### config.mk
export PLATFORM = sky130hd
export DESIGN_NAME = regfile_trace_monitor
export DESIGN_NICKNAME = d
export VERILOG_FILES = /design/src/rtl/regfile_trace_monitor.sv
export SDC_FILE = /design/constraint.sdc
export NUM_CORES = 2
export LEC_CHECK = 0
export ABC_AREA = 1
export CAP_MARGIN = 20
export CORE_MARGIN = 1.5
export CORE_UTILIZATION = 45
export CTS_CLUSTER_DIAMETER = 120
export DETAILED_ROUTE_END_ITERATION = 8
export PLACE_DENSITY_LB_ADDON = 0.12
export REMOVE_ABC_BUFFERS = 1
export SETUP_SLACK_MARGIN = 0.3
export SYNTH_ARGS = -nofsm -noshare
export SYNTH_HDL_FRONTEND = slang
export SYNTH_SLANG_ARGS = --single-unit
### constraint.sdc
create_clock -name clock -period 7.21 [get_ports clock]
set_input_delay 1.442 -clock clock [delete_from_list [all_inputs] [get_ports clock]]
set_output_delay 1.442 -clock clock [all_outputs]
set_load 0.02 [all_outputs]
### src/rtl/regfile_trace_monitor.sv
// Register-file shadow with a timestamped write trace (FWFT valid/ready, drops counted when full) and a non-zero register dump engine.
// Optional macro REGFILE_TRACE_WATCH_EN adds a sticky address/data watchpoint (watch_addr, watch_data, watch_clr, watch_hit).

module rtm_fifo #(
  parameter int WIDTH = 8,
  parameter int DEPTH = 8
) (
  input  logic             clock,
  input  logic             reset,
  input  logic             push,
  input  logic [WIDTH-1:0] push_dat,
  input  logic             pop,
  output logic [WIDTH-1:0] head_dat,
  output logic             empty,
  output logic             full
);
  localparam int PW = $clog2(DEPTH);

  logic [WIDTH-1:0] mem [DEPTH];
  logic [PW:0]      wr_ptr;
  logic [PW:0]      rd_ptr;
  logic             push_acc;
  logic             pop_acc;

  assign empty    = (wr_ptr == rd_ptr);
  assign full     = (wr_ptr[PW] != rd_ptr[PW]) && (wr_ptr[PW-1:0] == rd_ptr[PW-1:0]);
  assign pop_acc  = pop && !empty;
  // A pop in the same cycle frees the slot, so a full FIFO still takes the push.
  assign push_acc = push && (!full || pop_acc);
  assign head_dat = mem[rd_ptr[PW-1:0]];

  always_ff @(posedge clock) begin
    if (reset) begin
      wr_ptr <= '0;
      rd_ptr <= '0;
    end else begin
      if (push_acc) wr_ptr <= wr_ptr + (PW+1)'(1);
      if (pop_acc)  rd_ptr <= rd_ptr + (PW+1)'(1);
    end
  end

  always_ff @(posedge clock) begin
    if (push_acc) mem[wr_ptr[PW-1:0]] <= push_dat;
  end
endmodule

module regfile_trace_monitor #(
  parameter int DATA_WIDTH  = 32,
  parameter int ADDR_WIDTH  = 5,
  parameter int NUM_REGS    = 32,
  parameter int FIFO_DEPTH  = 8,
  parameter int CYCLE_WIDTH = 16,
  parameter int STATUS_REG  = 30
) (
  input  logic                   clock,
  input  logic                   reset,
  input  logic                   rf_we,
  input  logic [ADDR_WIDTH-1:0]  rf_waddr,
  input  logic [DATA_WIDTH-1:0]  rf_wdata,
  input  logic [ADDR_WIDTH-1:0]  rd_addr,
  output logic [DATA_WIDTH-1:0]  rd_data,
  output logic                   trc_valid,
  input  logic                   trc_ready,
  output logic [ADDR_WIDTH-1:0]  trc_addr,
  output logic [DATA_WIDTH-1:0]  trc_data,
  output logic [CYCLE_WIDTH-1:0] trc_cycle,
  output logic                   trc_status,
  output logic [7:0]             overflow_cnt,
`ifdef REGFILE_TRACE_WATCH_EN
  input  logic [ADDR_WIDTH-1:0]  watch_addr,
  input  logic [DATA_WIDTH-1:0]  watch_data,
  input  logic                   watch_clr,
  output logic                   watch_hit,
`endif
  input  logic                   dump_start,
  output logic                   dump_busy,
  output logic                   dump_valid,
  input  logic                   dump_ready,
  output logic [ADDR_WIDTH-1:0]  dump_addr,
  output logic [DATA_WIDTH-1:0]  dump_data,
  output logic                   dump_done
);
  localparam logic [ADDR_WIDTH:0]   NREG     = (ADDR_WIDTH+1)'(NUM_REGS);
  localparam logic [ADDR_WIDTH-1:0] LAST_IDX = ADDR_WIDTH'(NUM_REGS - 1);
  localparam logic [ADDR_WIDTH-1:0] STAT_IDX = ADDR_WIDTH'(STATUS_REG);

  typedef struct packed {
    logic [ADDR_WIDTH-1:0]  addr;
    logic [DATA_WIDTH-1:0]  data;
    logic [CYCLE_WIDTH-1:0] cycle;
    logic                   status;
  } evt_t;

  typedef enum logic [1:0] {IDLE, SCAN, EMIT, DONE} dstate_t;

  logic [DATA_WIDTH-1:0]  shadow [NUM_REGS];
  logic [CYCLE_WIDTH-1:0] cyc;
  logic                   wr_ok;
  evt_t                   evt_in;
  evt_t                   evt_head;
  logic                   fifo_empty;
  logic                   fifo_full;
  logic                   trc_pop;
  logic [7:0]             ovf;

  dstate_t                state;
  dstate_t                state_nxt;
  logic [ADDR_WIDTH-1:0]  idx;
  logic [ADDR_WIDTH-1:0]  lat_addr;
  logic [DATA_WIDTH-1:0]  lat_data;
  logic                   scan_nz;
  logic                   at_last;

  assign wr_ok = rf_we && (rf_waddr != '0) && ({1'b0, rf_waddr} < NREG);

  always_ff @(posedge clock) begin
    if (reset) cyc <= '0;
    else       cyc <= cyc + CYCLE_WIDTH'(1);
  end

  // r0 is never written, so it reads zero without a special case.
  always_ff @(posedge clock) begin
    if (reset) begin
      for (int i = 0; i < NUM_REGS; i++) shadow[i] <= '0;
    end else if (wr_ok) begin
      shadow[rf_waddr] <= rf_wdata;
    end
  end

  assign rd_data = ({1'b0, rd_addr} < NREG) ? shadow[rd_addr] : '0;

  always_comb begin
    evt_in        = '0;
    evt_in.addr   = rf_waddr;
    evt_in.data   = rf_wdata;
    evt_in.cycle  = cyc;
    evt_in.status = (rf_waddr == STAT_IDX);
  end

  rtm_fifo #(
    .WIDTH ($bits(evt_t)),
    .DEPTH (FIFO_DEPTH)
  ) u_evt_fifo (
    .clock    (clock),
    .reset    (reset),
    .push     (wr_ok),
    .push_dat (evt_in),
    .pop      (trc_pop),
    .head_dat (evt_head),
    .empty    (fifo_empty),
    .full     (fifo_full)
  );

  assign trc_valid  = !fifo_empty;
  assign trc_pop    = trc_valid && trc_ready;
  assign trc_addr   = trc_valid ? evt_head.addr   : '0;
  assign trc_data   = trc_valid ? evt_head.data   : '0;
  assign trc_cycle  = trc_valid ? evt_head.cycle  : '0;
  assign trc_status = trc_valid ? evt_head.status : 1'b0;

  always_ff @(posedge clock) begin
    if (reset)
      ovf <= '0;
    else if (wr_ok && fifo_full && !trc_pop && (ovf != 8'hFF))
      ovf <= ovf + 8'd1;
  end
  assign overflow_cnt = ovf;

`ifdef REGFILE_TRACE_WATCH_EN
  logic watch_now;
  assign watch_now = wr_ok && (rf_waddr == watch_addr) && (rf_wdata == watch_data);

  always_ff @(posedge clock) begin
    if (reset)          watch_hit <= 1'b0;
    else if (watch_now) watch_hit <= 1'b1;
    else if (watch_clr) watch_hit <= 1'b0;
  end
`endif

  assign scan_nz = (shadow[idx] != '0);
  assign at_last = (idx == LAST_IDX);

  always_ff @(posedge clock) begin
    if (reset) state <= IDLE;
    else       state <= state_nxt;
  end

  always_comb begin
    state_nxt = state;
    case (state)
      IDLE: if (dump_start) state_nxt = SCAN;
      SCAN: begin
        if (scan_nz)      state_nxt = EMIT;
        else if (at_last) state_nxt = DONE;
      end
      EMIT: if (dump_ready) state_nxt = at_last ? DONE : SCAN;
      DONE: state_nxt = IDLE;
      default: state_nxt = IDLE;
    endcase
  end

  // The EMIT beat is latched, so later writes to that register do not disturb it.
  always_ff @(posedge clock) begin
    if (reset) begin
      idx      <= '0;
      lat_addr <= '0;
      lat_data <= '0;
    end else begin
      case (state)
        IDLE: if (dump_start) idx <= ADDR_WIDTH'(1);
        SCAN: begin
          if (scan_nz) begin
            lat_addr <= idx;
            lat_data <= shadow[idx];
          end else if (!at_last) begin
            idx <= idx + ADDR_WIDTH'(1);
          end
        end
        EMIT: if (dump_ready && !at_last) idx <= idx + ADDR_WIDTH'(1);
        default: ;
      endcase
    end
  end

  always_comb begin
    dump_busy  = (state != IDLE);
    dump_valid = (state == EMIT);
    dump_done  = (state == DONE);
    dump_addr  = '0;
    dump_data  = '0;
    if (state == EMIT) begin
      dump_addr = lat_addr;
      dump_data = lat_data;
    end
  end
endmodule

# After elaboration in Yosys (flattened, before gate mapping)
# Memory sizes are Yosys's and may differ from the RTL's. A register that Yosys moved wholly into a read port is not among the register bits.
# Index checks and enable logic that the tools add are counted.
# op_classes
add_sub_neg	5
multipliers	0
n_div	0
n_lt_le_gt_ge	0
eq_ne	15
shift	0
mux	31
bitwise	0
reduce_logical	23
# ops
cell	n
$mux W32	3
$mux W5	9
$reduce_bool A32 Y1	1
$reduce_or A32 Y1	1
$add A16 B1 Y16 const B	1
$mux W16	1
$pmux W5 S3	1
$eq A5 B5 Y1 const B	2
$mux W2	5
$logic_and A1 B1 Y1	9
$mux W1	9
$add A4 B1 Y4 const B	2
$add A8 B1 Y8 const B	1
$ne A8 B8 Y1 const B	1
$pmux W2 S4	1
$mux W3	2
$ne A2 B2 Y1 const B	3
$add A5 B1 Y5 const B	1
$reduce_and A5 Y1	1
$reduce_bool A5 Y1	1
$eq A2 B2 Y1 const B	2
$eq A4 B4 Y1	1
$logic_not A1 Y1	4
$ne A2 B1 Y1 const B	2
other kinds (10)	10
# totals
reg_bits	76
latch_bits	0
ram_bits	1456
rom_bits	0
input_bits	48
out_inout_bits	135
word_cells	84
memories	2
# mem_list
memory	depth	width	rd	rd_clocked_by_memory_dff	wr	line_no	rtl
shadow	32	32	2	1	32	96	logic [DATA_WIDTH-1:0] shadow [NUM_REGS];
u_evt_fifo.mem	8	54	1	1	1	19	logic [WIDTH-1:0] mem [DEPTH];

# Longest topological paths before layout
# logic_depth
word_depth	8
ltp_mapped	22
mapped_depth_nobuf	19

# Hierarchy
# A second synthesis with hierarchy kept.
# hier_totals
hier_cells	8374
hier_area_um2	75915.3
# modules_own_cells
module	n_inst	cells_per_inst	area_per_inst_um2	seq_area_each_um2
regfile_trace_monitor	1	7014	58439.8	32210.9
rtm_fifo	1	1360	17475.5	13192.7

# Least setup slack after synthesis
# No wires, ideal clock.
# synth_timing
path_kind	in2reg
startpoint	input rf_waddr[2]
endpoint	register u_evt_fifo.wr_ptr[3]
setup_ns	0.085
arrival_time_ns	4.831
t_required_ns	7.125
path_slack_ns	2.293
path_stages	10
n_path_buf	0
path_cell_list	nor3_1 -> nand2_1 -> nand2_1 -> nor2_1 -> inv_1 -> nor2_1 -> inv_1 -> nor2_1 -> o21ai_0 -> a21oi_1
# synth_between
elab_chain_cells	3
# synth_lines
element	line_no	rtl
start, declared	58	input logic [ADDR_WIDTH-1:0] rf_waddr,
$reduce_bool A5 Y1	114	assign wr_ok = rf_we && (rf_waddr != '0) && ({1'b0, rf_waddr} < NREG);
$logic_and A1 B1 Y1	114	
$logic_and A1 B1 Y1	29	assign push_acc = push && (!full || pop_acc);
end signal, assigned	37	if (push_acc) wr_ptr <= wr_ptr + (PW+1)'(1);
end, declared	20	logic [PW:0] wr_ptr;
# Every way passes these cells.
# A chain may end at the register's enable or synchronous reset.

# Worst setup path in the final report
# layout_timing
startpoint	input rd_addr[0]
endpoint	output rd_data[22]
# layout_between
elab_chain_cells	1
# layout_lines
element	line_no	rtl
start, declared	60	input logic [ADDR_WIDTH-1:0] rd_addr,
$mem_v2 Z32 W32	n/a	
end, declared	61	output logic [DATA_WIDTH-1:0] rd_data,
# Every way passes these cells.

==> metrics.md <==
| Metric | Value |
|---|---|
| Vias/cell | `6.293` |
| Hold_buf cts | `0` |
| First-pass detailed-route iteration total | `9` |
| Area delta synth->final | `12.12%` |
| Critical path buffers and inverters | `5` |
| Worst path slowest cell | `clkdlybuf4s50_1` |
| Synth warnings | `0` |
| ANT nets after route | `0` |
| Filler cell count | `14919` |
| Finished Core Util | `0.5092` |
| Crit path DAT | `4.61 ns` |
| Delay-heaviest family, CP | `buffers and inverters` |
| DR iter-0 viols | `10410` |
| IR drop worst, VDD | `roughly 370 uV` |
| Type of the worst min-delay path | `register to register` |
| Violated checks | `design-rule violations` |
| DRC | `10` |
| Number of global-route vias before repair | `60571` |
| Post-cts resize count | `0` |
| Die W | `411.3 um` |
| Mean Syn Cell Area | `9.128 um^2` |
| Clock Sinks | `1540` |
| Cells after synthesis | `around 8200` |
| Clock transition at path regs | `0.06 ns` |
| Largest stage delay on the critical path | `0.71 ns` |
| Htree depth | `4` |
| Worst Path Required | `5.77 ns` |
| Final TNS setup | `0 ns` |
| Crit-path cells | `buf_8, inv_8, buf_12, buf_4, o21ai_0, o221ai_1, nand3_1, a32oi_1, clkdlybuf4s50_1` |
| Die height | `411.3 um` |
| Pins Over Slew Limit | `0` |
| Sequential-to-total area share from yosys stat | `0.6053` |
| Storage cell area | `45430 um^2` |
| Number of hold violations in the final report | `0` |
| Status | `complete, but fails checks` |
| Fmax | `165.2 MHz` |
| All-Layer GR Usage | `0.3440` |
| Global-route wire length before repair | `between 400000 and 500000 um` |
| DR WL/cell | `28.73 um` |
| I/O Buffers | `182` |
| Cell variety after synth | `40` |
| Layout cells sized above 1 | `0.06349` |
| Clock skew | `0.04746 ns` |
| Dpl hpwl | `154600 um` |
| Row count | `~150` |
| Die ar. | `169200 um^2` |
| Num CTS Buffers | `~170` |
| Worst skew pair latency | `0.85 ns` |
| Via Count | `65238` |
| Slew headroom | `0.2185` |
| Largest net degree at the start of global routing | `215` |
| Slew @ Worst Pin | `1.171 ns` |
| FF+latch count, synth | `1540` |
| Initial antenna violation count | `6` |
| # nets final | `8093` |
| Ports | `183` |
| Fin crit period | `6.051 ns` |
| Total Routed Length | `297800 um` |
| Post CTS Setup Buffer Count | `0` |
| Static Leak | `30.91 nW` |
| Crit path launch type | `input port` |
| Core ar. | `165200 um^2` |
| RSZ-0062 raised after global routing | `no` |
| Area occupied by multi-input gates | `around 26000 um^2` |
| Pwr/cell area | `331.5 nW/um^2` |
| Synth Cell Area | `roughly 75000 um^2` |
| Clock Path Buffers | `3` |
| RePlAce Congestion | `0.8756` |
| Overflow after GRT | `0` |
| Crit share post-route | `0.8393` |
| WS Path Type | `input port to output port` |
| Setup violations, final | `0` |
| CTS tree | `yes` |
| Starting Density | `0.4542` |
| Max Cap Violations | `0` |
| Crit Path Max Fanout | `67` |
| Root Buffer | `clkbuf_16` |
| Critical Path End Type | `output port` |
path summary, 6_finish.rpt:
| kind | startpoint | end | slack [ns] | cells past startpoint |
|---|---|---|---|---|
| worst max-delay path | rd_addr[0] | rd_data[22] | 1.16 | 9 |
| worst min-delay path | lat_data[27] | lat_data[27] | 0.47 | 2 |
| worst max register to register | register | register | 1.86 | 20 |
| worst min register to register | lat_data[27] | lat_data[27] | 0.47 | 2 |
tightest hold or removal path, delay by kind of cell (launching register included):
| family | cells | cell delay [ns] |
|---|---|---|
| AOI/OAI and AO/OA | 1 | 0.05 |
| DFF | 1 | 0.31 |
| and+or+nand+nor | 1 | 0.06 |
through the flow:
| stage | instances | power (mW) | instance area [um^2] | setup slack, ns | hold WS [ns] |
|---|---|---|---|---|---|
| 6_report | 10367 | 27.88 | 84100 | 1.159 | 0.4726 |
| 5_1_grt | 10366 | 28.82 | 84100 | 1.112 | 0.4930 |
| 4_1_cts | 10353 | 27.59 | 83820 | 1.299 | 0.4730 |
| 3_5_place_dp | 10044 | 19.29 | 78570 | 1.310 | 0.4629 |
| 3_3_place_gp | 10040 | 19.22 | 78480 | 1.332 | 0.4548 |
| 2_1_floorplan | 7514 | 16.34 | 72050 | -11.56 | 0.4395 |
layout make-up:
class                      count  share of cell area
multi-input combinational   5820              0.3136
timing repair buffer         351             0.04353
clock inverter                85            0.008926
antenna                        4           0.0001190
inverter                     154            0.007647
sequential                  1540              0.5401
tap                         2189             0.03257
clock buffer                 224             0.05344
cells by family (layout without fill, tap and decap cells):
logic type,after synthesis,after routing,synth area share
and+or+nand+nor,4435,4435,0.2384
DFF,1540,1540,0.6053
AOI/OAI and AO/OA,1337,1337,0.1050
buffers and inverters,889,814,0.04889
adders and majority gates,11,11,0.001835
xor gates and xnor gates,5,5,0.0005837
other,1,36,0.00004999
where the power goes:
| part | total [mW] | internal, mW | switching (mW) |
|---|---|---|---|
| combinational | 8.68 | 2.36 | 6.31 |
| clock | 8.43 | 4.72 | 3.71 |
| sequential | 10.8 | 10.3 | 0.479 |
metal layers:
metal,GRT usage,share of wire
met1,0.4654,0.38
met2,0.5061,0.43
met3,0.08199,0.13
met4,0.1975,0.063
met5,0,0.00026
registers in the layout (all words and copies together) (netlist names), named ones only:
| register | cells |
|---|---|
| shadow | 1024 |
| u_evt_fifo.mem | 432 |
| lat_data | 32 |
| cyc | 16 |
| overflow_cnt | 8 |
| idx | 5 |
| lat_addr | 5 |
| u_evt_fifo.rd_ptr | 4 |
| u_evt_fifo.wr_ptr | 4 |
| state | 2 |
cell usage after synthesis:
cell type | number | area share
o21ai_0 | 824 | 0.055
inv_2 | 7 | 0.00035
xor2_1 | 4 | 0.00047
nor3b_1 | 2 | 0.00020
o21ai_1 | 2 | 0.00013
nand2_1 | 1554 | 0.078
a2111oi_0 | 1 | 0.00012
nor4b_1 | 1 | 0.00012
clkbuf_1 | 512 | 0.026
buf_2 | 166 | 0.011
o221ai_1 | 188 | 0.022
nand2_2 | 11 | 0.00092
a21oi_1 | 71 | 0.0047
buf_8 | 1 | 0.00020
nand3_1 | 918 | 0.061
dfxtp_1 | 84 | 0.022
buf_1 | 33 | 0.0017
inv_1 | 143 | 0.0072
nor4_1 | 1 | 0.000083
a32o_1 | 20 | 0.0027
and3_1 | 1 | 0.000083
nor2_1 | 1922 | 0.096
conb_1 | 1 | 0.000050
clkinv_1 | 3 | 0.00015
o21a_1 | 1 | 0.00010
buf_6 | 6 | 0.00090
buf_4 | 17 | 0.0017
nand4_1 | 4 | 0.00033
ha_1 | 11 | 0.0018
a21oi_2 | 10 | 0.0012
a32oi_1 | 24 | 0.0028
nand3b_1 | 1 | 0.00010
nor3_1 | 17 | 0.0011
or2_2 | 2 | 0.00017
edfxtp_1 | 1456 | 0.58
xnor2_1 | 1 | 0.00012
o22ai_1 | 102 | 0.0085
nor2_2 | 1 | 0.000083
inv_4 | 1 | 0.000083
a31oi_1 | 94 | 0.0078
placed cells by master, fill, tap and decap left out, drive strengths merged, types with 24 or more instances in the layout:
| master | count |
|---|---|
| inv | 161 |
| o22ai | 102 |
| clkinv | 67 |
| edfxtp | 1456 |
| nand3 | 918 |
| conb | 32 |
| a31oi | 94 |
| nand2 | 1565 |
| o21ai | 826 |
| a32oi | 24 |
| dfxtp | 84 |
| clkdlybuf4s50 | 176 |
| buf | 174 |
| clkbuf | 225 |
| a21oi | 81 |
| nor2 | 1923 |
| o221ai | 188 |
(Power assumes the default switching activity.)
